===== src/rtl/lsu_pkg.sv =====
// Shared types for the load/store unit: access sizes, load formats, FSM states.
package lsu_pkg;

  typedef enum logic [1:0] {
    SZ_B = 2'b00,
    SZ_H = 2'b01,
    SZ_W = 2'b10
  } store_type_e;

  typedef enum logic [2:0] {
    LD_B  = 3'b000,
    LD_H  = 3'b001,
    LD_W  = 3'b010,
    LD_BU = 3'b011,
    LD_HU = 3'b100
  } load_type_e;

  typedef enum logic [1:0] {
    IDLE = 2'b00,
    REQ  = 2'b01,
    RESP = 2'b10,
    DONE = 2'b11
  } lsu_state_e;

  localparam int TO_W = 8;

endpackage


===== src/rtl/load_extend.sv =====
// Picks the addressed byte/half out of a bus word and sign- or zero-extends it.
module load_extend
  import lsu_pkg::*;
(
  input  logic [2:0]  load_type,
  input  logic [1:0]  byte_off,
  input  logic [31:0] word,
  output logic [31:0] result
);

  logic [7:0]  lane_b;
  logic [15:0] lane_h;

  assign lane_b = 8'(word >> {byte_off, 3'b000});
  assign lane_h = 16'(word >> {byte_off, 3'b000});

  always_comb begin
    case (load_type)
      LD_B:    result = {{24{lane_b[7]}}, lane_b};
      LD_H:    result = {{16{lane_h[15]}}, lane_h};
      LD_W:    result = word;
      LD_BU:   result = {24'h0, lane_b};
      LD_HU:   result = {16'h0, lane_h};
      default: result = '0;
    endcase
  end

endmodule


===== src/rtl/load_store_unit.sv =====
// Multi-cycle data-memory access stage: one valid/ready bus transaction per load/store,
// stalling the core until it completes, errors, or times out.
//
//   state | meaning
//   IDLE  | waiting for mem_read/mem_write; access checked here
//   REQ   | bus_valid held with stable fields until bus_ready
//   RESP  | read accepted, waiting for bus_rvalid
//   DONE  | one-cycle completion pulse, stall released
module load_store_unit
  import lsu_pkg::*;
#(
  parameter int XLEN    = 32,
  parameter int TIMEOUT = 255
) (
  input  logic            clk,
  input  logic            rst_n,
  input  logic            mem_read,
  input  logic            mem_write,
  input  logic [1:0]      store_type,
  input  logic [2:0]      load_type,
  input  logic [XLEN-1:0] addr,
  input  logic [XLEN-1:0] wdata,
  output logic            stall,
  output logic            done,
  output logic [XLEN-1:0] rdata,
  output logic            err,
  output logic            bus_valid,
  input  logic            bus_ready,
  output logic            bus_we,
  output logic [XLEN-1:0] bus_addr,
  output logic [3:0]      bus_wstrb,
  output logic [XLEN-1:0] bus_wdata,
  input  logic            bus_rvalid,
  input  logic [XLEN-1:0] bus_rdata
);

  localparam logic [TO_W-1:0] TO_LAST = TO_W'(TIMEOUT - 1);

  lsu_state_e      state_q, state_d;
  logic            bus_valid_q, bus_valid_d;
  logic            bus_we_q, bus_we_d;
  logic [XLEN-1:0] bus_addr_q, bus_addr_d;
  logic [3:0]      bus_wstrb_q, bus_wstrb_d;
  logic [XLEN-1:0] bus_wdata_q, bus_wdata_d;
  logic [XLEN-1:0] rdata_q, rdata_d;
  logic            err_q, err_d;
  logic [TO_W-1:0] cnt_q, cnt_d;
  logic [2:0]      ld_q, ld_d;
  logic [1:0]      off_q, off_d;

  logic            req;
  logic            bad_type;
  logic            misalign;
  logic            chk_err;
  logic            timeout;
  store_type_e     acc_sz;
  logic [3:0]      strb;
  logic [XLEN-1:0] ld_ext;

  assign req     = mem_read | mem_write;
  assign timeout = (cnt_q == TO_LAST);

  // A simultaneous read+write is a write, so size comes from store_type then.
  always_comb begin
    acc_sz   = SZ_B;
    bad_type = 1'b0;
    if (mem_write) begin
      case (store_type)
        SZ_B:    acc_sz = SZ_B;
        SZ_H:    acc_sz = SZ_H;
        SZ_W:    acc_sz = SZ_W;
        default: bad_type = 1'b1;
      endcase
    end else begin
      case (load_type)
        LD_B, LD_BU: acc_sz = SZ_B;
        LD_H, LD_HU: acc_sz = SZ_H;
        LD_W:        acc_sz = SZ_W;
        default:     bad_type = 1'b1;
      endcase
    end
  end

  assign misalign = ((acc_sz == SZ_H) && addr[0]) || ((acc_sz == SZ_W) && (addr[1:0] != 2'b00));
  assign chk_err  = bad_type | misalign;

  always_comb begin
    case (acc_sz)
      SZ_B:    strb = 4'b0001 << addr[1:0];
      SZ_H:    strb = 4'b0011 << addr[1:0];
      default: strb = 4'b1111;
    endcase
  end

  load_extend u_load_extend (
    .load_type (ld_q),
    .byte_off  (off_q),
    .word      (bus_rdata),
    .result    (ld_ext)
  );

  always_ff @(posedge clk or negedge rst_n) begin
    if (!rst_n) begin
      state_q     <= IDLE;
      bus_valid_q <= 1'b0;
      bus_we_q    <= 1'b0;
      bus_addr_q  <= '0;
      bus_wstrb_q <= '0;
      bus_wdata_q <= '0;
      rdata_q     <= '0;
      err_q       <= 1'b0;
      cnt_q       <= '0;
      ld_q        <= '0;
      off_q       <= '0;
    end else begin
      state_q     <= state_d;
      bus_valid_q <= bus_valid_d;
      bus_we_q    <= bus_we_d;
      bus_addr_q  <= bus_addr_d;
      bus_wstrb_q <= bus_wstrb_d;
      bus_wdata_q <= bus_wdata_d;
      rdata_q     <= rdata_d;
      err_q       <= err_d;
      cnt_q       <= cnt_d;
      ld_q        <= ld_d;
      off_q       <= off_d;
    end
  end

  always_comb begin
    state_d = state_q;
    case (state_q)
      IDLE:    if (req) state_d = chk_err ? DONE : REQ;
      REQ: begin
        if (bus_ready)    state_d = bus_we_q ? DONE : RESP;
        else if (timeout) state_d = DONE;
      end
      RESP:    if (bus_rvalid || timeout) state_d = DONE;
      DONE:    state_d = IDLE;
      default: state_d = IDLE;
    endcase
  end

  // Bus fields, captured result and the wait counter.
  always_comb begin
    bus_valid_d = bus_valid_q;
    bus_we_d    = bus_we_q;
    bus_addr_d  = bus_addr_q;
    bus_wstrb_d = bus_wstrb_q;
    bus_wdata_d = bus_wdata_q;
    rdata_d     = rdata_q;
    err_d       = err_q;
    ld_d        = ld_q;
    off_d       = off_q;
    cnt_d       = '0;
    case (state_q)
      IDLE: begin
        if (req) begin
          if (chk_err) begin
            err_d   = 1'b1;
            rdata_d = '0;
          end else begin
            bus_valid_d = 1'b1;
            bus_we_d    = mem_write;
            bus_addr_d  = {addr[XLEN-1:2], 2'b00};
            bus_wstrb_d = strb;
            bus_wdata_d = wdata << {addr[1:0], 3'b000};
            ld_d        = load_type;
            off_d       = addr[1:0];
          end
        end
      end
      REQ: begin
        cnt_d = cnt_q + 1'b1;
        if (bus_ready) begin
          bus_valid_d = 1'b0;
          cnt_d       = '0;
          if (bus_we_q) err_d = 1'b0;
        end else if (timeout) begin
          bus_valid_d = 1'b0;
          err_d       = 1'b1;
          rdata_d     = '0;
        end
      end
      RESP: begin
        cnt_d = cnt_q + 1'b1;
        if (bus_rvalid) begin
          rdata_d = ld_ext;
          err_d   = 1'b0;
        end else if (timeout) begin
          err_d   = 1'b1;
          rdata_d = '0;
        end
      end
      default: ;
    endcase
  end

  always_comb begin
    stall     = req & (state_q != DONE);
    done      = (state_q == DONE);
    rdata     = rdata_q;
    err       = err_q;
    bus_valid = bus_valid_q;
    bus_we    = bus_we_q;
    bus_addr  = bus_addr_q;
    bus_wstrb = bus_wstrb_q;
    bus_wdata = bus_wdata_q;
  end

endmodule


===== config.mk =====
export PLATFORM = sky130hd
export DESIGN_NAME = load_store_unit
export DESIGN_NICKNAME = d
export VERILOG_FILES = /design/src/rtl/lsu_pkg.sv /design/src/rtl/load_extend.sv /design/src/rtl/load_store_unit.sv
export SDC_FILE = /design/constraint.sdc
export NUM_CORES = 1
export LEC_CHECK = 0
export ABC_AREA = 1
export ABC_CLOCK_PERIOD_IN_PS = 1800
export BUFFER_PORTS_ARGS = -buffer_cell sky130_fd_sc_hd__buf_2
export CAP_MARGIN = 0
export CORE_MARGIN = 2
export CORE_UTILIZATION = 53
export CTS_BUF_LIST = sky130_fd_sc_hd__clkbuf_2
export DETAILED_ROUTE_END_ITERATION = 6
export GPL_TIMING_DRIVEN = 0
export PLACE_DENSITY = 0.83
export SLEW_MARGIN = 40
export SYNTH_ARGS = -nofsm -noshare
export SYNTH_HDL_FRONTEND = slang
export SYNTH_SLANG_ARGS = --single-unit

===== constraint.sdc =====
create_clock -name clk -period 1.8 [get_ports clk]
set_input_delay 0.27 -clock clk [delete_from_list [all_inputs] [get_ports clk]]
set_output_delay 0.27 -clock clk [all_outputs]
set_load 0.01 [all_outputs]

==> metrics.txt, run 1 <==
share of layout cells above drive strength 1=25.7%; Initial Util=53.7%; Final Skew=0.0164 ns; CTS buffer count=17; Mapped Area=6700 um^2; first-pass GRT wire length=37.3 mm; Vias per Instance=5.42; Antenna diodes=0; Hold Path Class=in -> reg; Setup Total Neg Slack=-0.0281 ns; Leak=5.15 nW; # IOs=212; nets@finish=1,406; max-cap viol count=0; Critical Path Start Type=register; Vias=8,001; Synth-to-Final Area Change=41.7%; fillers=892; # DRC=0; fin worst setup slack=-0.0281 ns; post-route cell area=9490 um^2; Ys Warns=0; GR Util All Layers=35.7%; Clk Latency, worst-skew pair=0.71 ns; FMAX=0.547 GHz; IO buf count=208; reg2reg setup slack=0.01 ns; vias in the first global route=7,863; DRT antenna net count=0; violated checks=negative setup slack; crit path capture type=output pin; CTS root buf=clkbuf_2; PD cells=1410 nW/um^2; area of the multi-input gates=3210 um^2; DRT iter0 DRCs=801; Slew Limit Fails=0; Worst-Margin Slew=0.570 ns; CTS tree=done; Slew Limit Headroom=61.8%; Seq/Total Area, Yosys=43.3%; Rows=41; Post-Layout Cell Count=1,476; crit path time final=1.83 ns; critical path arrival=1.56 ns; antenna violations before repair=0; Placed Area=7990 um^2; drt wl/cell=16.3 um; Syn Inst Count=951; RSZ-0062 raised after global routing=yes; clk sinks=116; flops & latches, synth=116; Final period util=102%; Final setup viols=1; core area=12,500 um^2; die footprint=13,600 um^2; final WL=24.1 mm; Max FO, Critical Path=4; die height=116 um; Inst Count DP=1,333; Peak supply drop=0.000897 V; First-pass DRT Iterations=6; gr ovfl total=0; overall power=0.0134 W; final hold vios=0; Reg area=2900 um^2; CTS max path bufs=2; worst slack, placed=-0.256 ns; critical path class=reg -> out; DP HPWL=15.0 mm; synth unique cells=34; RD Place Congestion=0.946; Critical Path RT=1.53 ns; outcome=finished with violations; Mean Syn Cell Area=7.04 um^2; largest net degree at the start of global routing=65; die width=116 um; htree depth=4; CTS clock-pin slew for the worst setup and hold paths=0.18 ns
## final cells by class
type / instances / area share, %
tap: 172 / 2.27
multi-input combinational: 702 / 33.8
inverter: 83 / 3.31
buffer: 51 / 4.10
clock inverter: 14 / 1.94
sequential: 116 / 30.6
clock buffer: 18 / 0.949
timing repair buffer: 320 / 23.0
## cell usage after synthesis
library cell,instances,area share (%)
xnor2_1,2,0.26
inv_2,4,0.22
a21oi_1,43,3.2
nor3_1,3,0.22
buf_6,9,1.5
o21ai_0,40,3.0
or2_2,7,0.65
mux2i_1,6,0.90
nor2_2,3,0.28
conb_1,1,0.056
nand2_1,398,22
buf_2,20,1.5
nand3_2,2,0.30
nor2_4,2,0.34
nor2_1,66,3.7
buf_4,9,1.0
o21ai_1,26,1.9
nand4_2,1,0.19
nor3_2,1,0.15
nand4_1,3,0.28
nand3_1,61,4.6
inv_1,79,4.4
clkbuf_1,13,0.73
xor2_1,2,0.26
o211ai_1,6,0.67
nand2_4,1,0.17
nand2_2,2,0.19
ha_1,8,1.5
o22ai_1,1,0.093
o21ai_2,13,1.7
o21a_1,1,0.11
dfrtp_1,116,43
a211oi_1,1,0.11
nor3b_1,1,0.11
## per-stage QoR
| stage | utilization (%) | hold slack (ns) |
|---|---|---|
| 2_1_floorplan | - | -0.0256 |
| 3_3_place_gp | 63.8 | 0.449 |
| 3_5_place_dp | 64.1 | 0.212 |
| 4_1_cts | 75.7 | 0.00221 |
| 5_1_grt | 76.1 | 0.00431 |
| 6_report | 76.1 | 0.0580 |
## worst max-delay path: stages, from the launching register on
cell	delay (ns)
dfrtp_1	0.46
ha_2	0.19
nor2_1	0.07
buf_2	0.13
## registers in the layout (all words and copies together) (netlist names), 2 cells and up
register	count
rdata	32
bus_wstrb	4
state_q	2
ld_q	3
cnt_q	8
bus_addr	30
off_q	2
bus_wdata	32
## cell usage in the layout (no fill, tap or decap), types with 6 or more instances in the layout
cell type      count
clkbuf_2          21
dfrtp_1          116
buf_4             17
nand3_1           60
o21ai_1           27
buf_6              9
or2_2              7
o21ai_2           13
nor2_1            64
mux2i_1            6
o21ai_0           39
inv_1             77
dlygate4sd3_1    108
clkbuf_4           9
buf_2            215
nand2_1          396
a21oi_1           42
o211ai_1           6
## where the power goes
group,leakage (nW),total [W],internal (W),switching [W]
clock network,0.148,0.00199,0.000905,0.00108
logic,3.48,0.00723,0.00272,0.00451
registers,1.52,0.00416,0.00352,0.000639
## cells by family after synthesis
group | Yosys count | synth area share, %
xor+xnor | 4 | 0.523
other cells | 1 | 0.0560
mux | 6 | 0.897
compound gates | 131 | 10.8
buf+inv | 134 | 9.40
fa+ha+maj | 8 | 1.49
flops | 116 | 43.3
simple gates | 551 | 33.4
## path summary, 6_finish.rpt
check / endpoint / startpoint / cells past startpoint
max in group asynchronous: state_q[1]$_DFFE_PN0P_ / rst_n / 4
max reg2reg: bus_wstrb[0]$_DFFE_PN0P_ / state_q[1]$_DFFE_PN0P_ / 8
min in group asynchronous: rdata[0]$_DFFE_PN0P_ / rst_n / 3
min reg2reg: bus_addr[13]$_DFFE_PN0P_ / bus_addr[13]$_DFFE_PN0P_ / 2
min: rdata[27]$_DFFE_PN0P_ / bus_rdata[27] / 5
max: stall / state_q[1]$_DFFE_PN0P_ / 3
## routing by layer
metal / wire, um / part of all wire (%) / GRT usage [%]
met5: 0 / 0 / 0
met4: 1480 / 6.1 / 22.1
met3: 2310 / 9.6 / 9.91
met2: 11600 / 48 / 59.1
met1: 8690 / 36 / 41.1
## repair_timing
| item | CTS | global route |
|---|---|---|
| hold buffers | 108 | 0 |
| endpoints found under the setup margin | 65 | 71 |
| buffers inserted | 2 | 1 |
| gates resized for setup | 23 | 26 |
| hold endpoints to repair | 212 | 0 |
| pin swaps | 4 | 1 |
Power figures use the tool's default switching activity.
==> inputs of run 2 (changes only) <==
- RECOVER_POWER: not set -> 100
==> run 2 against run 1 <==
The run still ends with negative setup slack left. Die area unchanged. Design area is 1.9% lower. Sequential share of layout area up 0.58 points. Clock skew grew 0.0042 ns. Clock power about the same. Combinational power shrank 3.9%. Sequential cell count did not move. Power is 1.9% lower. Core utilization decreased by 1.4 points. Maximum frequency fell by 1.8%. Non-clock buffer count unchanged. Cell count unchanged. Critical path type is now in -> reg. Critical endpoint is now bus_wdata[17]$_DFFE_PN0P_. Largest cell class unchanged. Largest power group unchanged.
==> metrics.txt, run 2 (synthesized netlist as in run 1, its figures left out) <==
Slew Limit Headroom=52.3% (-9.5 points); die footprint=13,600 um^2 (unchanged); Critical Path RT=2.44 ns (+0.91 ns); Max FO, Critical Path=10 (+6); Synth-to-Final Area Change=39.1%; CTS buffer count=17 (unchanged); final hold vios=0 (unchanged); critical path arrival=2.50 ns (+0.94 ns); Clk Latency, worst-skew pair=0.72 ns (about the same); # IOs=212 (unchanged); First-pass DRT Iterations=5 (-1); Slew Limit Fails=0 (unchanged); Placed Area=7990 um^2 (unchanged); post-route cell area=9310 um^2 (-1.9%); Hold Startpoint=bus_rdata[27]; Vias=8,001 (unchanged); die height=116 um (unchanged); most frequent cells in the layout=nand2_1 (396), dfrtp_1 (116), buf_2 (114); IO buf count=208 (unchanged); reg2reg setup slack=-0.02 ns (-0.03 ns); outcome=finished with violations; RD Place Congestion=0.946 (unchanged); Peak supply drop=0.000889 V (-0.96%); Hold Path Class=in -> reg; Worst-Margin Slew=0.716 ns (+0.146 ns); PD cells=1410 nW/um^2 (about the same); fin worst setup slack=-0.0613 ns (-0.0332 ns); DP HPWL=15.0 mm (unchanged); Post-Layout Cell Count=1,476 (unchanged); core area=12,500 um^2 (unchanged); CTS max path bufs=2 (unchanged); Inst Count DP=1,333 (unchanged); Worst Hold Path Cells=5 (unchanged); fillers=971 (+8.9%); overall power=0.0131 W (-1.9%); Leak=4.74 nW (-7.9%); # DRC=0 (unchanged); Final Skew=0.0206 ns (+0.00415 ns); Critical Path Start Type=primary input; GR Util All Layers=35.7% (unchanged); vias in the first global route=7,863 (unchanged); Final period util=103% (+1.8 points); DRT iter0 DRCs=836 (+4.4%); Rows=41 (unchanged); R2R Path End=bus_wstrb[0]$_DFFE_PN0P_; Vias per Instance=5.42 (unchanged); worst reg2reg startpoint=state_q[1]$_DFFE_PN0P_; RSZ-0062 raised after global routing=yes; max-cap viol count=0 (unchanged); largest net degree at the start of global routing=65 (unchanged); WHS Endpoint=rdata[27]$_DFFE_PN0P_; violated checks=negative setup slack; antenna violations before repair=0 (unchanged); share of layout cells above drive strength 1=17.9% (-7.8 points); Initial Util=53.7% (unchanged); gr ovfl total=0 (unchanged); Final setup viols=5 (+4); htree depth=4 (unchanged); die width=116 um (unchanged); CTS tree=done; first-pass GRT wire length=37.3 mm (unchanged); CTS root buf=clkbuf_2; critical path class=in -> reg; Antenna diodes=0 (unchanged); most common cell after layout, fill and taps aside=nand2_1; crit path capture type=register; final WL=24.0 mm (-0.38%); nets@finish=1,406 (unchanged); FMAX=0.537 GHz (-1.8%); DRT antenna net count=0 (unchanged); drt wl/cell=16.3 um (-0.38%); CTS clock-pin slew for the worst setup and hold paths=0.17 ns (about the same); worst r2r path cells=8 (unchanged); clk sinks=116 (unchanged); crit path time final=1.86 ns (+0.0332 ns)
==> run 2: cell types whose count changed in the layout (fill, tap and decap cells not counted) <==
| cell | previous run | this run |
|---|---|---|
| nand2_4 | 1 | 0 |
| clkbuf_1 | 5 | 107 |
| nand2_2 | 4 | 5 |
| buf_2 | 215 | 114 |
| buf_16 | 1 | 0 |
| clkbuf_4 | 9 | 8 |
| buf_6 | 9 | 6 |
| buf_8 | 1 | 0 |
| clkbuf_2 | 21 | 25 |
| clkbuf_8 | 3 | 4 |
==> run 2: how the worst max path moves through the flow <==
stage | endpoint | from | slack [ns] | cells past startpoint
2_1_floorplan | rdata[11]$_DFFE_PN0P_ | state_q[0]$_DFFE_PN0P_ | 0.16 | 8
3_3_place_gp | bus_addr[7]$_DFFE_PN0P_ | rst_n | -1.00 | 1
3_5_place_dp | rdata[21]$_DFFE_PN0P_ | state_q[0]$_DFFE_PN0P_ | -0.26 | 8
4_1_cts | stall | state_q[1]$_DFFE_PN0P_ | -0.10 | 3
5_1_grt | stall | state_q[1]$_DFFE_PN0P_ | -0.14 | 3
6_report | bus_wdata[17]$_DFFE_PN0P_ | addr[1] | -0.06 | 7
==> run 2: per-layer routing <==
metal | track usage, % | part of all wire [%]
met5 | 0 | 0
met1 | 41.1 | 37
met2 | 59.1 | 48
met3 | 9.91 | 8.9
met4 | 22.1 | 6.1
==> run 2: metrics by stage <==
step | setup TNS (ns) | setup slack, ns | hold slack [ns] | util, %
3_3_place_gp | -121.10 | -1.00 | 0.449 | 63.8
6_report | -0.126 | -0.0613 | 0.0586 | 74.7
2_1_floorplan | 0 | 0.157 | -0.0256 | -
3_5_place_dp | -6.31 | -0.256 | 0.212 | 64.1
4_1_cts | -0.139 | -0.101 | 0.00221 | 75.7
5_1_grt | -5.47 | -0.142 | 0.00431 | 74.7
==> run 2: cell type report <==
cell class / count / area (um^2) / share of cell area (%)
Buffer: 51 / 368 / 3.95
Clock inverter: 14 / 184 / 1.98
Sequential cell: 116 / 2900 / 31.2
Inverter: 83 / 314 / 3.37
Tap cell: 172 / 215 / 2.31
Clock buffer: 18 / 90.1 / 0.967
Multi-Input combinational cell: 702 / 3210 / 34.4
Timing Repair Buffer: 320 / 2030 / 21.8
==> run 2: report_power, final <==
part / leakage, nW / switching [W] / total (W) / internal [W]
registers: 1.52 / 0.000658 / 0.00418 / 0.00352
clock network: 0.148 / 0.00109 / 0.00199 / 0.000905
logic: 3.07 / 0.00449 / 0.00695 / 0.00246
total: 4.74 / 0.00624 / 0.0131 / 0.00688
==> run 2: worst max-delay path, stage by stage <==
cell,delay (ns)
dlygate4sd3_1,0.55
clkbuf_2,0.23
nor2_4,0.16
clkbuf_1,0.39
a21oi_1,0.15
dlygate4sd3_1,0.60
o21ai_2,0.15
==> run 2: what timing repair did <==
| item | 4_1_cts | 5_1_grt |
|---|---|---|
| hold endpoints to repair | 212 | 0 |
| setup buffers | 2 | 1 |
| cloned | 0 | 0 |
| gates resized for setup | 23 | 26 |
| hold buffers | 108 | 0 |
| pin swaps | 4 | 1 |
| endpoints found under the setup margin | 65 | 71 |
